$ cat config.mk
export PLATFORM = sky130hd
export DESIGN_NAME = ro_pair_compare_flat
export DESIGN_NICKNAME = d
export VERILOG_FILES = /design/src/rtl/ro_pair_compare_if.sv /design/src/rtl/ro_pair_compare.sv /design/src/flat_wrapper.sv
export SDC_FILE = /design/constraint.sdc
export NUM_CORES = 1
export LEC_CHECK = 0
export BUFFER_PORTS_ARGS = -buffer_cell sky130_fd_sc_hd__buf_4
export CORE_MARGIN = 8
export CORE_UTILIZATION = 58
export DETAILED_ROUTE_END_ITERATION = 6
export GPL_TIMING_DRIVEN = 0
export PLACE_DENSITY = 0.78
export SETUP_SLACK_MARGIN = 0.1
export SYNTH_ARGS = -nofsm -noshare
export SYNTH_HDL_FRONTEND = slang
export SYNTH_SLANG_ARGS = --single-unit
$ cat constraint.sdc
create_clock -name Clock -period 3.1 [get_ports Clock]
set_input_delay 0.465 -clock Clock [delete_from_list [all_inputs] [get_ports Clock]]
set_output_delay 0.465 -clock Clock [all_outputs]
set_load 0.01 [all_outputs]
$ cat src/rtl/ro_pair_compare_if.sv
// Handshake and result bundle between the RO pair comparator and its requester.
interface ro_pair_compare_if #(
   parameter int SEL_W = 4,
   parameter int CNT_W = 16
) ();
   logic               Start;
   logic [2*SEL_W-1:0] Challenge;
   logic               Busy;
   logic               Done;
   logic               Response;
   logic               Tie;
   logic               Error;
   logic [CNT_W-1:0]   CountA;
   logic [CNT_W-1:0]   CountB;

   modport master (
      output Start, Challenge,
      input  Busy, Done, Response, Tie, Error, CountA, CountB
   );

   modport slave (
      input  Start, Challenge,
      output Busy, Done, Response, Tie, Error, CountA, CountB
   );
endinterface

$ cat src/rtl/ro_pair_compare.sv
// Ring-oscillator pair comparator: selects two ROs by challenge, counts rising
// edges over a fixed window and reports which one is faster as a PUF bit.
module ro_pair_compare #(
   parameter int N_RO   = 16,
   parameter int SEL_W  = 4,
   parameter int CNT_W  = 16,
   parameter int WINDOW = 1024,
   parameter int SETTLE = 3
) (
   input  logic            Clock,
   input  logic            Reset,
   input  logic [N_RO-1:0] RO_In,
   ro_pair_compare_if.slave bus
);

   localparam int TMAX = (WINDOW > SETTLE) ? WINDOW : SETTLE;
   localparam int TW   = $clog2(TMAX + 1);

   typedef enum logic [1:0] {
      S_IDLE,
      S_SETTLE,
      S_COUNT,
      S_COMPARE
   } state_t;

   state_t             state_q, state_d;
   logic [SEL_W-1:0]   sel_a_q, sel_a_d, sel_b_q, sel_b_d;
   logic [TW-1:0]      tmr_q, tmr_d;
   logic [CNT_W-1:0]   cnt_a_q, cnt_a_d, cnt_b_q, cnt_b_d;
   logic [CNT_W-1:0]   cnt_a_n, cnt_b_n;
   logic               busy_q, busy_d, done_q, done_d;
   logic               resp_q, resp_d, tie_q, tie_d, err_q, err_d;
   logic [2:0]         sync_a_q, sync_b_q;
   logic [(1<<SEL_W)-1:0] ro_pad;
   logic [SEL_W-1:0]   ch_a, ch_b;
   logic               ch_bad, rise_a, rise_b;

   // Pad to the full select range so a latched out-of-range select reads 0.
   always_comb begin
      ro_pad = '0;
      ro_pad[N_RO-1:0] = RO_In;
   end

   always_ff @(posedge Clock) begin
      if (Reset) begin
         sync_a_q <= '0;
         sync_b_q <= '0;
      end else begin
         sync_a_q <= {sync_a_q[1:0], ro_pad[sel_a_q]};
         sync_b_q <= {sync_b_q[1:0], ro_pad[sel_b_q]};
      end
   end

   assign rise_a = sync_a_q[1] & ~sync_a_q[2];
   assign rise_b = sync_b_q[1] & ~sync_b_q[2];

   assign ch_a   = bus.Challenge[2*SEL_W-1:SEL_W];
   assign ch_b   = bus.Challenge[SEL_W-1:0];
   assign ch_bad = (ch_a == ch_b) || (int'(ch_a) >= N_RO) || (int'(ch_b) >= N_RO);

   assign cnt_a_n = (rise_a && (cnt_a_q != '1)) ? cnt_a_q + 1'b1 : cnt_a_q;
   assign cnt_b_n = (rise_b && (cnt_b_q != '1)) ? cnt_b_q + 1'b1 : cnt_b_q;

   always_comb begin
      state_d = state_q;
      sel_a_d = sel_a_q;
      sel_b_d = sel_b_q;
      tmr_d   = tmr_q;
      cnt_a_d = cnt_a_q;
      cnt_b_d = cnt_b_q;
      busy_d  = busy_q;
      done_d  = 1'b0;
      resp_d  = resp_q;
      tie_d   = tie_q;
      err_d   = err_q;
      case (state_q)
         S_IDLE: begin
            busy_d = 1'b0;
            // done_q blocks acceptance in the Done cycle of a rejected challenge
            if (bus.Start && !done_q) begin
               sel_a_d = ch_a;
               sel_b_d = ch_b;
               tmr_d   = '0;
               cnt_a_d = '0;
               cnt_b_d = '0;
               resp_d  = 1'b0;
               tie_d   = 1'b0;
               err_d   = 1'b0;
               if (ch_bad) begin
                  done_d = 1'b1;
                  err_d  = 1'b1;
               end else begin
                  busy_d  = 1'b1;
                  state_d = S_SETTLE;
               end
            end
         end
         S_SETTLE: begin
            if (tmr_q == TW'(SETTLE - 1)) begin
               tmr_d   = '0;
               state_d = S_COUNT;
            end else begin
               tmr_d = tmr_q + 1'b1;
            end
         end
         S_COUNT: begin
            cnt_a_d = cnt_a_n;
            cnt_b_d = cnt_b_n;
            // Result is registered from the final counts on entry to COMPARE,
            // so the COMPARE cycle itself is the Done cycle.
            if (tmr_q == TW'(WINDOW - 1)) begin
               resp_d  = (cnt_a_n > cnt_b_n);
               tie_d   = (cnt_a_n == cnt_b_n);
               err_d   = 1'b0;
               done_d  = 1'b1;
               state_d = S_COMPARE;
            end else begin
               tmr_d = tmr_q + 1'b1;
            end
         end
         S_COMPARE: begin
            busy_d  = 1'b0;
            state_d = S_IDLE;
         end
         default: state_d = S_IDLE;
      endcase
   end

   always_ff @(posedge Clock) begin
      if (Reset) begin
         state_q <= S_IDLE;
         sel_a_q <= '0;
         sel_b_q <= '0;
         tmr_q   <= '0;
         cnt_a_q <= '0;
         cnt_b_q <= '0;
         busy_q  <= 1'b0;
         done_q  <= 1'b0;
         resp_q  <= 1'b0;
         tie_q   <= 1'b0;
         err_q   <= 1'b0;
      end else begin
         state_q <= state_d;
         sel_a_q <= sel_a_d;
         sel_b_q <= sel_b_d;
         tmr_q   <= tmr_d;
         cnt_a_q <= cnt_a_d;
         cnt_b_q <= cnt_b_d;
         busy_q  <= busy_d;
         done_q  <= done_d;
         resp_q  <= resp_d;
         tie_q   <= tie_d;
         err_q   <= err_d;
      end
   end

   assign bus.Busy     = busy_q;
   assign bus.Done     = done_q;
   assign bus.Response = resp_q;
   assign bus.Tie      = tie_q;
   assign bus.Error    = err_q;
   assign bus.CountA   = cnt_a_q;
   assign bus.CountB   = cnt_b_q;

endmodule

$ cat src/flat_wrapper.sv
// flat-port wrapper written by rule: the top's interface ports become plain ports
module ro_pair_compare_flat 
#(
   parameter int N_RO   = 16,
   parameter int SEL_W  = 4,
   parameter int CNT_W  = 16,
   parameter int WINDOW = 1024,
   parameter int SETTLE = 3
)
  (Clock, Reset, RO_In, bus_Start, bus_Challenge, bus_Busy, bus_Done, bus_Response, bus_Tie, bus_Error, bus_CountA, bus_CountB);
  ro_pair_compare_if #(.SEL_W(SEL_W), .CNT_W(CNT_W)) bus_i ();
  input  logic Clock;
  input  logic Reset;
  input  logic [N_RO-1:0] RO_In;
  input wire logic [$bits(bus_i.Start)-1:0] bus_Start;
  input wire logic [$bits(bus_i.Challenge)-1:0] bus_Challenge;
  output wire logic [$bits(bus_i.Busy)-1:0] bus_Busy;
  output wire logic [$bits(bus_i.Done)-1:0] bus_Done;
  output wire logic [$bits(bus_i.Response)-1:0] bus_Response;
  output wire logic [$bits(bus_i.Tie)-1:0] bus_Tie;
  output wire logic [$bits(bus_i.Error)-1:0] bus_Error;
  output wire logic [$bits(bus_i.CountA)-1:0] bus_CountA;
  output wire logic [$bits(bus_i.CountB)-1:0] bus_CountB;
  assign bus_i.Start = bus_Start;
  assign bus_i.Challenge = bus_Challenge;
  assign bus_Busy = bus_i.Busy;
  assign bus_Done = bus_i.Done;
  assign bus_Response = bus_i.Response;
  assign bus_Tie = bus_i.Tie;
  assign bus_Error = bus_i.Error;
  assign bus_CountA = bus_i.CountA;
  assign bus_CountB = bus_i.CountB;
  ro_pair_compare #(.N_RO(N_RO), .SEL_W(SEL_W), .CNT_W(CNT_W), .WINDOW(WINDOW), .SETTLE(SETTLE)) u_core (.Clock(Clock), .Reset(Reset), .RO_In(RO_In), .bus(bus_i));
endmodule
Word-level counts from Yosys, hierarchy flattened. Index checks and enable logic that the tools add are counted.

Flip-flop bits (word level): 64. Output and inout port bits: 37.

Add/sub/neg operators: 3. Order comparisons: 3. Equality and inequality tests: 14. Muxes and demuxes: 33. Bitwise logic cells: 4. Reductions and logical operators: 13.

Operators with widths (count): 16-bit case mux with 2 select lines (2); 16-bit two-way mux (3); 11-bit two-way mux (3); 11-bit case mux with 3 select lines (1); 16-bit by 1-bit adder with 16-bit output, second input constant (2); 16-bit inequality test, second input constant (2); 16-bit equality test (1); 16-bit greater-than comparator (1); 1-bit two-way mux (12); 11-bit by 1-bit adder with 11-bit output, second input constant (1); 11-bit by 10-bit equality test with 1-bit output, second input constant (1); 11-bit by 2-bit equality test with 1-bit output, second input constant (1); 4-bit by 5-bit < comparator with 1-bit output, second input constant (2); 1-bit case mux with 2 select lines (5); 1-bit binary-select mux with 4-bit select (2); 2-bit two-way mux (4); 2-bit case mux with 4 select lines (1); 2-bit by 1-bit inequality test with 1-bit output, second input constant (3); 3-bit AND reduction (2); 2-bit equality test, second input constant (2); 4-bit equality test (1); 2-bit inequality test, second input constant (2); 2-bit AND reduction (2); 4-bit AND reduction (1); 8 further kinds (13).

Depth between registers and ports, before layout. Gate-level depths: netlist of the first run.

Depth in word-level cells: 7. Depth in mapped cells: 13.

Worst setup path after synthesis of the first run. No wires, ideal clock.

Path type: flip-flop to flip-flop. Start: register u_core.cnt_b_q[0] (netlist: u_core.bus.CountB[0]). End: register u_core.resp_q (netlist: u_core.bus.Response). Library setup time: 0.125 ns. Arrival time: 2.690 ns. Data required time: 2.975 ns. Slack: 0.286 ns. Stages on the path, launching flop included: 13. Path buffers: 0. Path through: dfxtp_1 -> ha_1 -> and4_1 -> and3_1 -> nand4_1 -> nor2_1 -> xnor2_1 -> ha_1 -> a21oi_1 -> nand2_1 -> a221o_1 -> a211oi_1 -> o21ai_0.

Longest elaborated chain between the ends: 6.

Ends and longest elaborated chain: start: declaration (RTL line ro_pair_compare.sv:29) `logic [CNT_W-1:0] cnt_a_q, cnt_a_d, cnt_b_q, cnt_b_d;`; start signal: assignment (RTL line ro_pair_compare.sv:148) `cnt_b_q <= cnt_b_d;`; parallel branches: the longest is 2 deep, another holds 16-bit by 1-bit adder with 16-bit output; 16-bit two-way mux * (RTL line ro_pair_compare.sv:62) `assign cnt_b_n = (rise_b && (cnt_b_q != '1)) ? cnt_b_q + 1'b1 : cnt_b_q;`; 16-bit greater-than comparator * (RTL line ro_pair_compare.sv:112) `resp_d = (cnt_a_n > cnt_b_n);`; 1-bit two-way mux * (RTL line ro_pair_compare.sv:111) `if (tmr_q == TW'(WINDOW - 1)) begin`; 1-bit case mux with 2 select lines * (RTL line ro_pair_compare.sv:76) `case (state_q)`; end signal: assignment (RTL line ro_pair_compare.sv:151) `resp_q <= resp_d;`; end: declaration (RTL line ro_pair_compare.sv:32) `logic resp_q, resp_d, tie_q, tie_d, err_q, err_d;`.

Every way passes the cells marked *. The select of a mux whose other input is x is not followed. A chain may end at the register's enable or synchronous reset.

Worst setup path in the final report of the first run.
Start: register u_core.cnt_a_q[4] (netlist: u_core.bus.CountA[4]). End: register u_core.resp_q (netlist: u_core.bus.Response).

Longest elaborated chain between the ends: 6.

Ends and longest elaborated chain: start: declaration (RTL line ro_pair_compare.sv:29); start signal: assignment (RTL line ro_pair_compare.sv:147) `cnt_a_q <= cnt_a_d;`; parallel branches: the longest is 2 deep, another holds 16-bit by 1-bit adder with 16-bit output; 16-bit two-way mux * (RTL line ro_pair_compare.sv:61) `assign cnt_a_n = (rise_a && (cnt_a_q != '1)) ? cnt_a_q + 1'b1 : cnt_a_q;`; 16-bit greater-than comparator * (RTL line ro_pair_compare.sv:112); 1-bit two-way mux * (RTL line ro_pair_compare.sv:111); 1-bit case mux with 2 select lines * (RTL line ro_pair_compare.sv:76).

Marked as above.

==> results of run 1 <==
==> worst max-delay path by stage <==
stage	start	endpoint	slack [ns]	cells past startpoint
floorplan	u_core.bus.CountB[0]	u_core.bus.Response	0.29	12
global route	u_core.bus.CountB[0]	u_core.bus.Response	0.04	12
finish	u_core.bus.CountA[4]	u_core.bus.Response	0.18	10
global placement	u_core.bus.CountB[0]	u_core.bus.Response	-0.05	12
detailed placement	u_core.bus.CountB[0]	u_core.bus.Response	-0.17	12
CTS	u_core.bus.CountA[12]	u_core.bus.Response	0.12	11
==> timing repair <==
action,CTS,global route
endpoints found under the setup margin,2,3
pin swaps,2,3
gates cloned,0,0
gates resized for setup,8,25
hold buffers,0,0
setup buffers,4,1
==> per-layer routing <==
metal / track usage [%] / vias up
met3: 4.834 / 34
met2: 38.36 / 166
met4: 11.51 / 0
met5: 0 / -
met1: 27.05 / 1953
li1: - / 1986
==> report_power, final <==
| part | internal [mW] | switching (mW) | leakage, nW |
|---|---|---|---|
| Clock | 0.303 | 0.305 | 0.0794 |
| Sequential | 0.882 | 0.0496 | 0.524 |
| Combinational | 0.365 | 0.566 | 1.38 |
| Total | 1.55 | 0.921 | 1.98 |
==> sequential cells by signal, indices dropped and copies added (netlist names) <==
signal,count
u_core.bus.CountA,16
u_core.sync_a_q,3
u_core.tmr_q,11
u_core.bus.Response,1
u_core.sync_b_q,3
u_core.bus.Done,1
u_core.bus.Error,1
u_core.sel_b_q,4
u_core.bus.Busy,1
u_core.state_q,2
u_core.sel_a_q,4
u_core.bus.Tie,1
u_core.bus.CountB,16
==> worst max-delay path, cell delays in order (launching register included) <==
cell and delay [ns]:
dfxtp_2 0.40, nand4_2 0.17, or2_1 0.31, or3_2 0.51, xnor2_1 0.25, ha_1 0.30, nand4_1 0.16, nor2_1 0.08
a221o_1 0.32, a211oi_2 0.20, o21ai_0 0.11
==> final cells by class <==
cell class                 instances  area (um2)
inverter                          17       63.81
clock buffer                      13       148.9
tap                               99       123.9
clock inverter                     1       5.005
buffer                            23       96.34
timing repair buffer              67       503.0
fill                             604        2082
multi-input combinational        381        2778
sequential                        64        1297
==> logic make-up after synthesis <==
kind of cell / Yosys count / synth area share, %
AOI/OAI and AO/OA: 123 / 19.65
buffers and inverters: 40 / 3.786
xor gates and xnor gates: 34 / 7.151
adders and majority gates: 24 / 7.212
DFF: 64 / 30.77
and+or+nand+nor: 179 / 23.35
muxes: 21 / 8.083
==> per-stage QoR <==
stage	cells	hold slack, ns
detailed placement	646	0.4253
global placement	646	0.4230
finish	665	0.3775
CTS	664	0.3712
global route	665	0.3822
floorplan	485	0.4138
==> layout by cell type (no fill, tap or decap), types with 7 or more instances in the layout <==
master	synthesis	routed
clkbuf_8	0	10
inv_1	17	17
buf_4	0	67
clkbuf_1	15	16
nor3_1	11	10
and3_1	9	7
a21oi_1	27	27
a32o_1	8	8
nand4_1	16	16
mux2i_1	10	10
dfxtp_2	0	10
xnor2_1	16	16
nand2b_1	8	8
a31oi_1	16	16
dfxtp_1	64	53
nand2_1	35	35
mux4_2	10	10
nand3_1	21	21
ha_1	24	22
or3_1	7	7
o21ai_0	28	26
xor2_1	18	17
nor2_1	31	31
==> results.yml, run 1 <==
clock_tree:
  cts_tree: "done"
  cts_root_buf: "clkbuf_8"
  clock_latency_ns: 0.34
  clockBufferDepth: 2
  cts.sinks: 64
  cts_buffers: 9
  h-tree-depth: 3
  clk_pin_slew_ns: 0.07
critical_path:
  critPathKind: "register to register"
  startpoint_type: "register"
  timing.rr.end: "u_core.bus.Response"
  r2r_cells: 10
  endpoint_kind: "register"
  regToRegSetupSlack_ns: 0.18
  worst_ep_arrival_time_ns: 3.15
  cp_max_fo: 6
  rr_startpoint: "u_core.bus.CountA[4]"
  required_ns: 3.32
cells_and_area:
  syn_to_final_growth_pct: 20.46
  utilization_pct: 70.67
  fin_area_um2: 5016
  n_antenna_cell: 0
  layout-drive-gt1-share_pct: 22.44
  final_nets: 614
timing:
  finalCritPeriodShare_pct: 94.34
  worstMarginPinSlew_ns: 0.9289
  fin_ws_ns: 0.1755
  fin_tns_setup_ns: 0
  rsz0062_at_grt: "yes"
  period_needed_ns: 2.925
  timing.max_slew.rel_slack_pct: 37.50
  fin_worst_skew_ns: 0.008616
  max_clock_freq_mhz: 341.9
  drv_slew: 0
  setup_viol: 0
  timing_hold_violations_final: 0
grt:
  antenna_found_initial: 0
  grtUsageTotal_pct: 22.94
  grt_pass1_wl_um: 18770
  grt_max_degree: 11
  grt_overflow_total: 0
  grt_pass1_vias: 4034
yosys:
  avgSynthCellArea_um2: 8.586
  synth_top_area_cell: "dfxtp_1"
  syn-instance-count: 485
  synthTopCellsByCount: "dfxtp_1 (64), nand2_1 (35), nor2_1 (31)"
  netlist_area_um2: 4164
  synth_most_common_cell: "dfxtp_1"
  yosys.area.top_type_share_pct: 30.77
  synth_cell_types: 59
  async_flop_share_pct: 0
  ys_top_cells_by_area: "dfxtp_1 (31%), ha_1 (7.2%), mux4_2 (5.4%)"
  synth-seq-cells: 64
  synth_warnings: 0
  synth-seq-area-share_pct: 30.77
  synth_fp_nets: 536
  synth_edf_count: 0
  dominantRegCellSynth: "dfxtp_1"
placed_design:
  hpwlAfterDp_um: 8467
  place_ws_ns: -0.1722
  io_buffers: 62
  place.gp.congestion: 0.9025
  placed_area_um2: 4753
power_and_ir_drop:
  powerDensity_nw_per_um2: 492.6
  p_total_mw: 2.471
  peakVddDrop_uv: 616.5
  leakage_nw: 1.981
outcome:
  status: "complete, no violations"
hold_path:
  hold_path_depth: 3
  worstHoldStart: "bus_Challenge[5]"
  min_to: "u_core.sel_a_q[1]"
  hold_class: "primary input to register"
route:
  wl_met2_um: 5508
  wl_per_cell_um: 17.23
  drc_errors: 0
  vias_per_cell: 6.224
  drt_iter0_markers: 195
  final_antenna_net_count: 0
  num_vias: 4139
  topRoutingLayerUsed: "met4"
  wl_met1_um: 4783
  dr.pass1.iters: 4
  drt_wl_total_um: 11460
  wl_met3_um: 795
floorplan:
  start_util_pct: 58.66
  die_w_um: 100.7
  core-area_um2: 7098
  die_y_um: 100.7
  dieArea_um2: 10150
  fp-row-count: 31
  io_pins: 64
run:
  drv_cap: 0
(Power assumes the default switching activity.)
==> run 2: changes to the inputs <==
- CTS_CLUSTER_SIZE: default -> 25
- PLACE_DENSITY: 0.78 -> default
- PLACE_DENSITY_LB_ADDON: default -> 0.1
==> results.yml, run 2 (synthesis results as in run 1) <==
clock_tree:
  clockBufferDepth: 2
  clock_latency_ns: 0.35
  ctsHoldBuffers: 0
  h-tree-depth: 3
  cts.sinks: 64
  cts_buffers: 9
  clk_pin_slew_ns: 0.07
  cts_root_buf: "clkbuf_8"
  cts_tree: "done"
hold_path:
  hold_class: "primary input to register"
timing:
  period_needed_ns: 2.936
  timing_hold_violations_final: 0
  fin_ws_ns: 0.1636
  max_clock_freq_mhz: 340.6
  fin_worst_skew_ns: 0.004753
  drv_slew: 0
  fin_tns_setup_ns: 0
  setup_viol: 0
  worstMarginPinSlew_ns: 0.9514
  timing.max_slew.rel_slack_pct: 35.99
  finalCritPeriodShare_pct: 94.72
  rsz0062_at_grt: "no"
power_and_ir_drop:
  peakVddDrop_uv: 469.0
  leakage_nw: 2.028
  powerDensity_nw_per_um2: 520.7
floorplan:
  die_w_um: 100.7
  fp-row-count: 31
  dieArea_um2: 10150
  core-area_um2: 7098
  io_pins: 64
  die_y_um: 100.7
  start_util_pct: 58.66
outcome:
  status: "complete, no violations"
critical_path:
  regToRegSetupSlack_ns: 0.16
  cp_max_fo: 7
  required_ns: 3.33
  startpoint_type: "register"
  critPathKind: "register to register"
  worst_ep_arrival_time_ns: 3.17
  endpoint_kind: "register"
cells_and_area:
  stdcell_count: 670
  layout_commonest_cell: "buf_4"
  n_antenna_cell: 0
  layout-drive-gt1-share_pct: 23.99
  syn_to_final_growth_pct: 22.99
  final_cell_mix: "buf_4 (70), dfxtp_1 (53), nand2_1 (35)"
  final_nets: 617
route:
  num_vias: 4192
  drt_iter0_markers: 229
  drt_wl_total_um: 11420
  dr.pass1.iters: 5
  vias_per_cell: 6.257
  final_antenna_net_count: 0
  wl_per_cell_um: 17.04
  drc_errors: 0
placed_design:
  place_ws_ns: -0.1599
  hpwlAfterDp_um: 8328
  io_buffers: 62
  place.gp.congestion: 0.8949
  dp_cells: 646
grt:
  antenna_found_initial: 0
  grt_overflow_total: 0
  grt_pass1_wl_um: 18200
  grtUsageTotal_pct: 22.41
  grt_pass1_vias: 3854
  grt_max_degree: 12
run:
  drv_cap: 0
[run 2: cell count changes in the layout (fill, tap and decap cells not counted), sizes merged]
cell	delta
bufinv	+2
clkinvlp	+2
buf	+1
[run 2: timing repair]
| action | 4_1_cts | 5_1_grt |
|---|---|---|
| setup endpoints to repair | 2 | 2 |
| pin swaps | 3 | 4 |
| buffers inserted | 3 | 5 |
| hold endpoints to repair | 0 | 0 |
| resized for setup | 10 | 26 |
[run 2: layer usage]
metal	global-route usage [%]	vias to the layer above	share of wire (%)
li1	-	1999	-
met1	26.26	1994	41
met2	37.60	163	50
met3	4.489	36	6.5
met4	11.86	0	3.4
met5	0	-	0
[run 2: final cells by class]
class	instances	area, um2
buffer	23	98.84
clock buffer	11	141.4
clock inverter	5	80.08
fill	562	1977
inverter	17	63.81
multi-input combinational	381	2788
sequential	64	1300
tap	99	123.9
timing repair buffer	70	525.5
[run 2: metrics by stage]
stage	hold slack [ns]	power, mW	util (%)	instance area, um2
2_1_floorplan	0.4138	1.608	-	4164
3_3_place_gp	0.4219	1.821	66.97	4753
3_5_place_dp	0.4245	1.842	66.97	4753
4_1_cts	0.3552	2.658	70.84	5029
5_1_grt	0.3623	2.814	72.15	5121
6_report	0.3592	2.666	72.15	5121
[run 2: worst max-delay path: stages, from the launching register on]
cell      delay, ns
dfxtp_2        0.41
ha_2           0.24
nand3b_1       0.23
buf_4          0.22
a211oi_1       0.31
xor2_1         0.25
ha_1           0.27
nand4_1        0.19
nor2_1         0.08
a221o_1        0.33
a211oi_2       0.17
o21ai_0        0.11
[run 2: power by group]
part	internal, mW	leakage [nW]	switching [mW]
logic	0.367	1.40	0.554
clock network	0.474	0.106	0.342
registers	0.881	0.525	0.0488
[run 2: path summary, 6_finish.rpt]
kind,start,end,cells after the start
setup / recovery,u_core.bus.CountA[0],u_core.bus.Response,11
setup reg to reg,u_core.bus.CountA[0],u_core.bus.Response,11
hold reg to reg,u_core.sync_b_q[0],u_core.sync_b_q[1],1
hold / removal,bus_Challenge[1],u_core.sel_b_q[1],3
==> run 3: changes to the inputs <==
- CELL_PAD_IN_SITES_DETAIL_PLACEMENT: default -> 0
- CELL_PAD_IN_SITES_GLOBAL_PLACEMENT: default -> 1
- CORE_UTILIZATION: 58 -> 43
==> results.yml, run 3 (synthesis results as in run 1) <==
clock_tree:
  clockBufferDepth: 2
  h-tree-depth: 3
  clk_pin_slew_ns: 0.07
  ctsHoldBuffers: 0
  cts_root_buf: "clkbuf_8"
  cts.sinks: 64
  clock_latency_ns: 0.35
  cts_buffers: 9
  cts_tree: "done"
floorplan:
  dieArea_um2: 13090
  die_y_um: 114.4
  die_w_um: 114.4
  start_util_pct: 43.40
  core-area_um2: 9594
  io_pins: 64
  fp-row-count: 36
timing:
  timing.max_slew.rel_slack_pct: 36.87
  fin_ws_ns: 0.1508
  rsz0062_at_grt: "yes"
  timing_hold_violations_final: 0
  fin_tns_setup_ns: 0
  finalCritPeriodShare_pct: 95.14
  worstMarginPinSlew_ns: 0.9382
  max_clock_freq_mhz: 339.1
  period_needed_ns: 2.949
  fin_worst_skew_ns: 0.006448
  setup_viol: 0
  drv_slew: 0
critical_path:
  endpoint_kind: "register"
  r2r_cells: 11
  cp_top_family: "simple AND/OR/NAND/NOR gates"
  cp_cell_sequence: "clkbuf_2 > and4_4 > and3_2 > or4_4 > xnor2_1 > ha_1 > nand4_1 > nor2_1 > a221o_1 > a211oi_2 > o21ai_1"
  crit_slowest_cell: "or4_4"
  timing.rr.end: "u_core.bus.Response"
  required_ns: 3.33
  worst_ep_arrival_time_ns: 3.18
  max_stage_delay_ns: 0.55
  cp_max_fo: 7
  path_buf_inv: 1
  critPathKind: "register to register"
  startpoint_type: "register"
  rr_startpoint: "u_core.bus.CountA[12]"
  regToRegSetupSlack_ns: 0.15
hold_path:
  hold_class: "primary input to register"
  hold_path_depth: 3
  worstHoldStart: "bus_Challenge[6]"
  min_to: "u_core.sel_a_q[2]"
outcome:
  status: "complete, no violations"
route:
  num_vias: 4048
  final_antenna_net_count: 0
  wl_per_cell_um: 17.14
  drt_iter0_markers: 253
  drc_errors: 0
  dr.pass1.iters: 4
  drt_wl_total_um: 12000
  vias_per_cell: 5.783
cells_and_area:
  fill_cells: 937
  fin_area_um2: 5101
  layout-drive-gt1-share_pct: 23.10
  multi_input_area_um2: 2793
  syn_to_final_growth_pct: 22.51
  final_nets: 613
  layout_commonest_cell: "buf_4"
  n_antenna_cell: 0
  final_cell_mix: "buf_4 (66), dfxtp_1 (54), nand2_1 (35)"
  ff_latch_area_um2: 1296
power_and_ir_drop:
  power_frac_seq_pct: 36.1
  leakage_nw: 1.988
  powerDensity_nw_per_um2: 506.3
  switching_power_mw: 0.9674
  p_total_mw: 2.583
  power_frac_comb_pct: 36.3
  p_int_mw: 1.615
  p_sw_share_pct: 37.46
  peakVddDrop_uv: 485.5
  p_clk_share_pct: 27.6
placed_design:
  placed_area_um2: 4796
  place.gp.congestion: 0.8559
  io_buffers: 62
  hpwlAfterDp_um: 9003
  place_ws_ns: -0.1815
grt:
  grtUsageTotal_pct: 19.23
  antenna_found_initial: 0
  grt_pass1_wl_um: 20140
  grt_max_degree: 12
  grt_pass1_vias: 3990
  grt_overflow_total: 0
run:
  drv_cap: 0
==> run 3: cell types whose count changed in the layout (fill, tap and decap cells not counted), moves of 2 or more <==
cell / before / now
buf_4: 70 / 66
o21ai_0: 27 / 25
o21ai_1: 1 / 3
clkinv_2: 1 / 3
==> run 3: power by group through the flow <==
stage	clock network, mW	registers (mW)	logic (mW)
after floorplan	0	0.942	0.666
after CTS	0.736	0.933	0.933
after global routing	0.772	0.942	1.04
after global placement	0	0.948	0.902
final	0.714	0.932	0.936
after detailed placement	0	0.952	0.920
==> run 3: repair_timing <==
| item | CTS | global route |
|---|---|---|
| hold endpoints to repair | 0 | 0 |
| gates resized for setup | 13 | 22 |
| cloned | 0 | 0 |
| setup endpoints to repair | 2 | 5 |
| pin swaps | 3 | 1 |
| setup buffers | 4 | 0 |
==> run 3: area by class of cell <==
class | instances | area share, %
tap | 133 | 3.262
sequential | 64 | 25.41
inverter | 17 | 1.251
buffer | 23 | 1.938
timing repair buffer | 66 | 9.713
clock buffer | 10 | 2.502
multi-input combinational | 381 | 54.75
clock inverter | 6 | 1.177
==> run 3: layer usage <==
metal	share of wire [%]	track usage (%)	wire (um)
met5	0	0	0
met4	1.0	5.501	125
met3	5.2	3.692	620
met2	50	33.16	5995
met1	44	23.64	5255
==> run 3: how the worst max path moves through the flow <==
stage	start	endpoint	slack, ns	depth (start not counted)
final	u_core.bus.CountA[12]	u_core.bus.Response	0.15	11
after global routing	u_core.bus.CountA[12]	u_core.bus.Response	0.07	11
after CTS	u_core.bus.CountA[2]	u_core.bus.Response	0.11	10
after detailed placement	u_core.bus.CountB[0]	u_core.bus.Response	-0.18	12
after global placement	u_core.bus.CountB[0]	u_core.bus.Response	-0.16	12
after floorplan	u_core.bus.CountB[0]	u_core.bus.Response	0.29	12
==> run 3: metrics by stage <==
stage	std cells	util (%)	hold WS, ns
3_3_place_gp	680	49.99	0.4277
3_5_place_dp	680	49.99	0.4349
5_1_grt	700	53.17	0.3753
4_1_cts	700	52.67	0.3497
2_1_floorplan	485	-	0.4138
6_report	700	53.17	0.3621
==> run 3: tightest hold or removal path, cell delays in order <==
cell and delay (ns):
buf_4 0.09, mux2i_1 0.05, nor2_1 0.07
